===== src/rtl/vga_timing.sv =====
// rtl/vga_timing.sv - raster timing generator: pixel strobe, coordinates, active flag, sync pulses.
// Every output is a register loaded on the pixel step, so all of them describe the same (x, y).
module vga_timing #(
  parameter int H_ACTIVE = 640,
  parameter int H_FP     = 16,
  parameter int H_SYNC   = 96,
  parameter int H_BP     = 48,
  parameter int V_ACTIVE = 480,
  parameter int V_FP     = 10,
  parameter int V_SYNC   = 2,
  parameter int V_BP     = 33,
  parameter int CLK_DIV  = 1
) (
  input  logic       clk,
  input  logic       rst,
  output logic       pix_en,
  output logic [9:0] x,
  output logic [9:0] y,
  output logic       active,
  output logic       hsync,
  output logic       vsync,
  output logic       line_end,
  output logic       frame_start
);

  localparam int H_TOTAL = H_ACTIVE + H_FP + H_SYNC + H_BP;
  localparam int V_TOTAL = V_ACTIVE + V_FP + V_SYNC + V_BP;
  localparam int DW      = (CLK_DIV > 1) ? $clog2(CLK_DIV) : 1;

  localparam logic [DW-1:0] DIV_LAST = DW'(CLK_DIV - 1);
  localparam logic [9:0] X_LAST   = 10'(H_TOTAL - 1);
  localparam logic [9:0] Y_LAST   = 10'(V_TOTAL - 1);
  localparam logic [9:0] X_ACT    = 10'(H_ACTIVE);
  localparam logic [9:0] Y_ACT    = 10'(V_ACTIVE);
  localparam logic [9:0] HS_FIRST = 10'(H_ACTIVE + H_FP);
  localparam logic [9:0] HS_LAST  = 10'(H_ACTIVE + H_FP + H_SYNC - 1);
  localparam logic [9:0] VS_FIRST = 10'(V_ACTIVE + V_FP);
  localparam logic [9:0] VS_LAST  = 10'(V_ACTIVE + V_FP + V_SYNC - 1);

  if (H_TOTAL > 1024 || V_TOTAL > 1024 || CLK_DIV < 1) begin : g_bad_params
    $error("vga_timing: totals must be <= 1024 and CLK_DIV >= 1");
  end

  logic          primed;
  logic [DW-1:0] div_cnt;
  logic          step;
  logic [9:0]    nx;
  logic [9:0]    ny;

  // The first edge out of reset always loads pixel (0,0), whatever the divider ratio.
  always_comb begin
    step = 1'b0;
    nx   = x;
    ny   = y;
    if (!primed) begin
      step = 1'b1;
      nx   = 10'd0;
      ny   = 10'd0;
    end else if (div_cnt == DIV_LAST) begin
      step = 1'b1;
      if (x == X_LAST) begin
        nx = 10'd0;
        ny = (y == Y_LAST) ? 10'd0 : y + 10'd1;
      end else begin
        nx = x + 10'd1;
      end
    end
  end

  always_ff @(posedge clk) begin
    if (rst) begin
      primed      <= 1'b0;
      div_cnt     <= '0;
      x           <= 10'd0;
      y           <= 10'd0;
      active      <= 1'b0;
      hsync       <= 1'b1;
      vsync       <= 1'b1;
      pix_en      <= 1'b0;
      line_end    <= 1'b0;
      frame_start <= 1'b0;
    end else begin
      pix_en      <= step;
      line_end    <= step && (nx == X_LAST);
      frame_start <= step && (nx == 10'd0) && (ny == 10'd0);
      if (step) begin
        primed  <= 1'b1;
        div_cnt <= '0;
        x       <= nx;
        y       <= ny;
        active  <= (nx < X_ACT) && (ny < Y_ACT);
        hsync   <= !((nx >= HS_FIRST) && (nx <= HS_LAST));
        vsync   <= !((ny >= VS_FIRST) && (ny <= VS_LAST));
      end else begin
        div_cnt <= div_cnt + DW'(1);
      end
    end
  end

endmodule


===== config.mk =====
export PLATFORM = sky130hd
export DESIGN_NAME = vga_timing
export DESIGN_NICKNAME = d
export VERILOG_FILES = /design/src/rtl/vga_timing.sv
export SDC_FILE = /design/constraint.sdc
export NUM_CORES = 1
export LEC_CHECK = 0
export CAP_MARGIN = 20
export CORE_MARGIN = 10
export CORE_UTILIZATION = 52
export DETAILED_ROUTE_END_ITERATION = 16
export GPL_TIMING_DRIVEN = 0
export PLACE_DENSITY_LB_ADDON = 0.1
export SYNTH_ARGS = -nofsm -noshare
export SYNTH_HDL_FRONTEND = slang
export SYNTH_SLANG_ARGS = --single-unit

===== constraint.sdc =====
create_clock -name clk -period 3.4 [get_ports clk]
set_clock_uncertainty 0.1 [all_clocks]
set_input_delay 0.51 -clock clk [delete_from_list [all_inputs] [get_ports clk]]
set_output_delay 0.51 -clock clk [all_outputs]
set_load 0.02 [all_outputs]

; ---- Yosys cells after proc, flatten, opt, wreduce, memory -nomap -nowiden
; Cells that the tools add are included.
[totals]
input_bits = 2
regBits = 28
word_cells = 42
output_inout_bits = 26
[classes]
eq_ne = 3
addsub = 3
reduce_logical = 11
magnitude_cmp = 6
mux = 9
[ops]
columns = op, n
row1 = 10-bit 2-to-1 mux, 7
row2 = "10-bit == test, second input constant", 3
row3 = "10-bit by 1-bit adder with 10-bit output, second input constant", 2
row4 = 10-bit zero test, 2
row5 = "10-bit greater-or-equal comparator, second input constant", 1
row6 = "10-bit by 9-bit greater-or-equal comparator with 1-bit output, second input constant", 1
row7 = "10-bit less-or-equal comparator, second input constant", 1
row8 = "10-bit by 9-bit less-or-equal comparator with 1-bit output, second input constant", 1
row9 = "10-bit < comparator, second input constant", 1
row10 = "10-bit by 9-bit < comparator with 1-bit output, second input constant", 1
row11 = 1-bit logical AND, 6
row12 = 1-bit zero test, 2
row13 = 1-bit 2-to-1 mux, 2
row14 = 2-bit OR reduction, 1
row15 = "1-bit adder, second input constant", 1

; ---- Logic depth before layout (Yosys ltp)
[depth]
word_depth = 8
depth_mapped = 8
mapped_depth_nobuf = 8

; ---- Least setup slack after synthesis
; OpenSTA, ideal clock, no wires.
[synth_timing]
kind = reg2reg
startpoint = register y[0]
endpoint = register frame_start
arrival_ps = 2625
path_buffers = 0
path_slack_ps = 588
stages_incl_launch_ff = 9
setup_ps = 88
synth_period_minus_slack_ps = 2812
t_required_ps = 3212
cell_sequence = dfxtp_1 inv_1 ha_1 nand4_1 or4b_1 a2111oi_0 o21ai_0 or4_4 nor4_2
[synth_between]
elab_chain_len = 7
word_cells_on_any_way = 8
classes_between = 1 x add/sub / 1 x eq/ne / 4 x mux / 2 x reduce/logical
[synth_rtl]
columns = item, line
row1 = "start, declared", 18  ; output logic [9:0] y,
row2 = "start signal, assigned", 90  ; y <= ny;
row3 = 10-bit by 1-bit adder with 10-bit output or 10-bit == test (tied branches), 63  ; ny = (y == Y_LAST) ? 10'd0 : y + 10'd1;
row4 = 10-bit 2-to-1 mux, 63
row5 = 10-bit 2-to-1 mux, 61  ; if (x == X_LAST) begin
row6 = 10-bit 2-to-1 mux (*), 59  ; end else if (div_cnt == DIV_LAST) begin
row7 = 10-bit 2-to-1 mux (*), 55  ; if (!primed) begin
row8 = 10-bit zero test (*), 85  ; frame_start <= step && (nx == 10'd0) && (ny == 10'd0);
row9 = 1-bit logical AND (*), 85
row10 = "end signal, assigned", 85
row11 = "end, declared", 23  ; output logic frame_start
; Mark *: on every way between the ends. The rest lies on a longest branch, timed or not.
; A chain may end at the register's enable or synchronous reset.

; ---- Final worst setup path
; Ends and elaborated chain as after synthesis.

==> run_results.csv <==
group,metric,value,unit
routing,vias,1656,
global_routing,grt_pass1_vias,1619,
sta,post-route-min-period,3.174,ns
global_routing,grt_overflow,0,
cells_and_area,utilization,66.31,%
setup_path,setup.worst_path.class,"reg -> reg",
cells_and_area,final_nets,235,
setup_path,r2r_cells,8,
placement,io_buffer_count,27,
routing,ant_nets,0,
placement,globalplace.congestion,0.9366,
routing,dr.pass1.iters,4,
sta,setup-violations-final,0,
clock_network,cts_setup_buffers,0,
setup_path,cp_max_fo,9,
outcome,status,"complete, no violations",
routing,drt-total-wl,4658,µm
setup_path,cp-end-kind,"flop",
logic_synthesis,yosys_warnings,0,
cells_and_area,diodes,0,
logic_synthesis,yosysTopAreaCellShare,34.04,%
placement,dp_cells,269,
global_routing,grt_max_degree,17,
setup_path,reg2reg_to,"frame_start$_SDFF_PP0_",
floorplanning,io_pins,28,
setup_path,startpoint,"y[0]$_SDFFE_PP0P_",
sta,fin_crit_sh,93.36,%
clock_network,cts_resized,0,
clock_network,clock_path_buffers,2,
setup_path,critPathArrivalTime,3.34,ns
logic_synthesis,synth_fp_nets,203,
clock_network,cts_tree,"done",
logic_synthesis,syn_area,1647,µm²
logic_synthesis,yosysMostFrequentCell,"dfxtp_1",
setup_path,critPathLaunchType,"flop",
cells_and_area,fin_cells,273,
global_routing,antenna_found_initial,0,
floorplanning,die_x,76.27,µm
placement,hpwl,3628,µm
cells_and_area,syn_to_final_growth,22.95,%
logic_synthesis,synth_edf_count,0,
global_routing,grt_pass1_wl,8017,µm
setup_path,required,3.57,ns
floorplanning,num_rows,20,
routing,drt-vias-per-instance,6.066,
logic_synthesis,syn_inst,198,
clock_network,clk_latency,0.34,ns
sta,final_hold_viol_count,0,
sta,slew_headroom,52.24,%
logic_synthesis,synth_cell_type_count,56,
cells_and_area,final_layout_size_suffix_gt1_share,7.424,%
logic_synthesis,seq_area_frac_synth,34.04,%
power_and_ir_drop,power_density,298.0,nW/µm²
sta,fmax,315.0,MHz
routing,drt-initial-drc-count,172,
hold_path,hold_class,"reg -> reg",
global_routing,grt_use_total,16.28,%
floorplanning,coreArea,3053,µm²
floorplanning,dieArea,5817,µm²
logic_synthesis,synth.area.top_cells,"dfxtp_1, nor2_1, nor3_1, nand2_1, a21oi_1",
sta,drv_slew,0,
logic_synthesis,ys_dominant_reg_cell,"dfxtp_1",
power_and_ir_drop,power,603.2,µW
clock_network,cts-root-buf,"clkbuf_4",
clock_network,hold_buffers,0,
power_and_ir_drop,peakVddDrop,0.2760,mV
sta,tightestPinTransition,0.7121,ns
clock_network,clk_pin_slew_worst_paths,0.15,ns
logic_synthesis,async_flop_share,0,%
clock_network,numCtsBuffers,3,
logic_synthesis,synth.avg_cell_area,8.316,µm²
floorplanning,dieHeight,76.27,µm
sta,setup_tns,0,ns
routing,drc_errors,0,
clock_network,cts_max_level,1,
floorplanning,initial_core_util,53.93,%
setup_path,rr_startpoint,"y[0]$_SDFFE_PP0P_",
flow_run,maxCapViolCount,0,
logic_synthesis,ys_seq_elements,28,
routing,wire_per_inst,17.06,µm
power_and_ir_drop,leakage,0.6490,nW
setup_path,reg2reg_slack,0.23,ns
clock_network,clock_sinks,28,
sta,rsz0062_at_grt,"false",
setup_path,cp-endpoint,"frame_start$_SDFF_PP0_",
logic_synthesis,yosys.area.top_type,"dfxtp_1",
logic_synthesis,synth.top_cells.by_count,"dfxtp_1, nor2_1, nand2_1, nor3_1",
-- state kept, by name, indices dropped and copies added, names as in the netlist --
signal       cells
vsync            1
div_cnt          1
y               10
hsync            1
pix_en           1
primed           1
active           1
frame_start      1
x               10
line_end         1
-- cells by family (layout without fill, tap and decap cells) --
| family | Yosys count | in the layout | synth area share (%) |
|---|---|---|---|
| other cells | 1 | 1 | 0.2277 |
| mux | 1 | 1 | 0.6838 |
| buf+inv | 17 | 48 | 4.559 |
| fa+ha+maj | 3 | 3 | 2.280 |
| compound gates | 47 | 47 | 21.35 |
| xor+xnor | 8 | 8 | 4.255 |
| flops | 28 | 28 | 34.04 |
| simple gates | 93 | 93 | 32.60 |
-- power by group --
group	leakage, nW	internal (mW)	switching (mW)	total [mW]
clock	0.0279	0.119	0.102	0.222
combinational	0.394	0.0166	0.0290	0.0455
sequential	0.227	0.333	0.00314	0.336
-- metal layers --
metal  up-vias  track usage, %  wire, µm
li1        812               -         -
met1       769           19.22      1818
met2        68           27.47      2285
met3         7           4.835       494
met4         0           5.204        60
met5         -               0         0
-- stage by stage --
stage,hold WS (ns),setup slack [ns],area (µm²)
final,0.4030,0.2258,2024
after global routing,0.4355,0.08490,2024
after CTS,0.4036,0.2511,2024
after detailed placement,0.3673,0.2989,1972
after global placement,0.3627,0.3269,1972
after floorplan,0.4718,0.5875,1647
-- placed cells by master (no fill, tap or decap), types with 5 or more instances in the layout --
| master | n |
|---|---|
| nor2_1 | 20 |
| a21oi_1 | 8 |
| nand4_1 | 6 |
| nor3_1 | 14 |
| nand2_1 | 14 |
| inv_1 | 8 |
| o21ai_0 | 7 |
| clkbuf_1 | 5 |
| clkdlybuf4s50_1 | 27 |
| dfxtp_1 | 28 |
-- cell type report --
type,count,area (µm²)
inverter,8,30.03
fill,272,1028
tap,44,55.05
buffer,9,45.04
clock buffer,3,22.52
sequential,28,560.5
clock inverter,1,30.03
multi-input combinational,153,1011
timing repair buffer,27,270.3
-- critical path, stage by stage (launching register included) --
cell and delay [ns]:
dfxtp_1 0.42, inv_1 0.11, ha_1 0.16, nand4_1 0.12, or4b_1 0.56, a2111oi_0 0.62
o21ai_0 0.26, or4_4 0.52, nor4_2 0.21
-- worst min-delay path by stage --
stage | from | endpoint | slack (ns) | cells after the start
after floorplan | vsync$_SDFFE_PP1P_ | vsync$_SDFFE_PP1P_ | 0.47 | 1
after global placement | vsync$_SDFFE_PP1P_ | vsync$_SDFFE_PP1P_ | 0.36 | 1
after detailed placement | vsync$_SDFFE_PP1P_ | vsync$_SDFFE_PP1P_ | 0.37 | 1
after CTS | vsync$_SDFFE_PP1P_ | vsync$_SDFFE_PP1P_ | 0.40 | 1
after global routing | vsync$_SDFFE_PP1P_ | vsync$_SDFFE_PP1P_ | 0.44 | 1
final | vsync$_SDFFE_PP1P_ | vsync$_SDFFE_PP1P_ | 0.40 | 1
(Power assumes the default switching activity.)
==> RTL edit (config.mk and constraints unchanged) <==
Put one more register stage on the output `x`, with the module's reset. The value now appears one clock later. The other outputs are not delayed to match.
--- a/src/rtl/vga_timing.sv
+++ b/src/rtl/vga_timing.sv
@@ -37,6 +37,8 @@
   localparam logic [9:0] VS_FIRST = 10'(V_ACTIVE + V_FP);
   localparam logic [9:0] VS_LAST  = 10'(V_ACTIVE + V_FP + V_SYNC - 1);
 
+  logic [9:0] x_s0;
+
   if (H_TOTAL > 1024 || V_TOTAL > 1024 || CLK_DIV < 1) begin : g_bad_params
     $error("vga_timing: totals must be <= 1024 and CLK_DIV >= 1");
   end
@@ -50,7 +52,7 @@
   // The first edge out of reset always loads pixel (0,0), whatever the divider ratio.
   always_comb begin
     step = 1'b0;
-    nx   = x;
+    nx   = x_s0;
     ny   = y;
     if (!primed) begin
       step = 1'b1;
@@ -58,11 +60,11 @@
       ny   = 10'd0;
     end else if (div_cnt == DIV_LAST) begin
       step = 1'b1;
-      if (x == X_LAST) begin
+      if (x_s0 == X_LAST) begin
         nx = 10'd0;
         ny = (y == Y_LAST) ? 10'd0 : y + 10'd1;
       end else begin
-        nx = x + 10'd1;
+        nx = x_s0 + 10'd1;
       end
     end
   end
@@ -71,7 +73,7 @@
     if (rst) begin
       primed      <= 1'b0;
       div_cnt     <= '0;
-      x           <= 10'd0;
+      x_s0        <= 10'd0;
       y           <= 10'd0;
       active      <= 1'b0;
       hsync       <= 1'b1;
@@ -86,7 +88,7 @@
       if (step) begin
         primed  <= 1'b1;
         div_cnt <= '0;
-        x       <= nx;
+        x_s0    <= nx;
         y       <= ny;
         active  <= (nx < X_ACT) && (ny < Y_ACT);
         hsync   <= !((nx >= HS_FIRST) && (nx <= HS_LAST));
@@ -97,5 +99,13 @@
     end
   end
 
+  always_ff @(posedge clk) begin
+    if (rst) begin
+      x <= '0;
+    end else begin
+      x <= x_s0;
+    end
+  end
+
 endmodule
 
Behaviour: not the same (a bounded check fails within 4 cycles, from zero or initial values and one cycle with rst high).
==> RTL edit against the unedited design <==
Critical path depth unchanged. Via count rose by 22%. Non-clock buffer count increased by 7. Synthesized area rose by 22%. Routed wire length increased by 13%. Core utilization is 0.50 points lower. Die area grew 16%. Power rose by 45%. Sequential cell count is 10 higher. Synthesized cell count grew 24%. Setup slack improved by 72 ps. Final area increased by 20%. Clock power is 70% higher. Critical path type unchanged. Critical endpoint is now active. Largest cell class unchanged. Highest routed layer unchanged.
==> RTL edit: results (changes against the unedited design) <==
qor: cells_and_area.fillCellCount 342 [was 272]
qor: critical_path.critical_path.reg2reg.startpoint x_s0[1] [was y[0]]
qor: global_route.grt_util_all_layers 16.4% [was 16.3%]
qor: synthesis.synth-adder-area-share 1.88% [was 2.28%]
qor: placed_design.dp_hpwl 3760 um [was 3630 um]
qor: synthesis.post_synth_mux_area_share 1.00% [was 0.684%]
qor: synthesis.yosys.area_share.xor_xnor 3.94% [was 4.26%]
qor: run_status.run_status completed [unchanged]
qor: cells_and_area.layout.nets 283 [was 235]
qor: routing.vias_per_cell 6.16 [was 6.07]
qor: power.ir_worst_vdd 0.000242 V [was 0.000276 V]
qor: critical_path.critical-path-slowest-cell nor4b_1 [was a2111oi_0]
qor: cells_and_area.final_layout_size_suffix_gt1_share 5.02% [was 7.42%]
qor: power.leakagePower 0.000813 uW [was 0.000649 uW]
qor: placed_design.io_buffers 26 [was 27]
qor: global_route.grt_max_degree 12 [was 17]
qor: synthesis.synth_common_cells 38 x dfxtp_1, 24 x nor2_1, 14 x nand2_1, 13 x nor2b_1, 13 x nor3_1 [was 28 x dfxtp_1, 20 x nor2_1, 14 x nand2_1, 14 x nor3_1]
qor: synthesis.ys_top_cells_by_area dfxtp_1 38%, nor2_1 4.5%, nor2b_1 4.1%, nor3_1 3.3%, xnor2_1 3.1% [was dfxtp_1 34%, nor2_1 4.6%, nor3_1 4.3%, nand2_1 3.2%, a21oi_1 2.4%]
qor: synthesis.synth_unique_cells 49 [was 56]
qor: synthesis.synth-compound-area-share 14.6% [was 21.4%]
qor: synthesis.synth_seq_area_share 38.0% [was 34.0%]
qor: clock_tree.clk_root_buffer_cell clkbuf_8 [was clkbuf_4]
qor: cells_and_area.largestRegisters x: 10 flops, x_s0: 10 flops, y: 10 flops [was x: 10 flops, y: 10 flops]
qor: synthesis.synthesis.nets 250 [was 203]
qor: clock_tree.clkLatencyLatePin 300 ps [was 340 ps]
qor: routing.routed_wirelength_normalized_by_instance_count 16.1 um [was 17.1 um]
qor: placed_design.finalWeightedCongestion 0.894 [was 0.937]
qor: critical_path.critPathMaxStageDelay 600 ps [was 620 ps]
-- RTL edit: power groups by stage --
stage | sequential (uW) | clock, uW | combinational, uW
finish | 454 | 377 | 45.6
global route | 455 | 402 | 49.5
CTS | 454 | 382 | 45.5
detailed placement | 464 | 0 | 45.0
global placement | 464 | 0 | 44.6
floorplan | 467 | 0 | 25.7
-- RTL edit: cell type report --
| cell class | instances | area share (%) |
|---|---|---|
| clock buffers | 7 | 3.14 |
| multi-input cells | 185 | 47.3 |
| clock inverters | 1 | 1.24 |
| plain buffers | 17 | 2.99 |
| well taps | 48 | 2.47 |
| inverters | 5 | 0.773 |
| flip-flops and latches | 38 | 31.3 |
| repair buffers | 26 | 10.7 |
-- RTL edit: through the flow --
stage	instance area [um2]	setup WS (ps)	std cells	hold WS (ps)
finish	2430	298	327	383
global route	2430	121	327	402
CTS	2430	415	327	387
detailed placement	2320	445	319	377
global placement	2320	431	319	364
floorplan	2000	1080	245	378
-- RTL edit: tightest hold or removal path, cell delays in order, from the launching register on --
cell     delay [ps]
dfxtp_1         320
nand3_1          60
o31ai_1          60
-- RTL edit: cells by family (layout without fill, tap and decap cells) --
group | count (synthesis) | in the layout
simple gates | 124 | 124
compound gates | 46 | 46
flops | 38 | 38
buf+inv | 22 | 56
xor+xnor | 9 | 9
fa+ha+maj | 3 | 3
mux | 2 | 2
other cells | 1 | 1
-- RTL edit: path summary, 6_finish.rpt --
| kind | endpoint | slack [ps] | cells past startpoint |
|---|---|---|---|
| worst max register to register | active | 300 | 8 |
| worst min-delay path | active | 380 | 2 |
| worst min register to register | active | 380 | 2 |
| worst max-delay path | active | 300 | 8 |
-- RTL edit: layer usage --
layer	track usage [%]	routed length, um	vias up
met5	0	0	-
met4	6.97	104	0
met3	3.60	513	12
met2	24.5	2360	100
met1	22.1	2290	936
li1	-	-	966
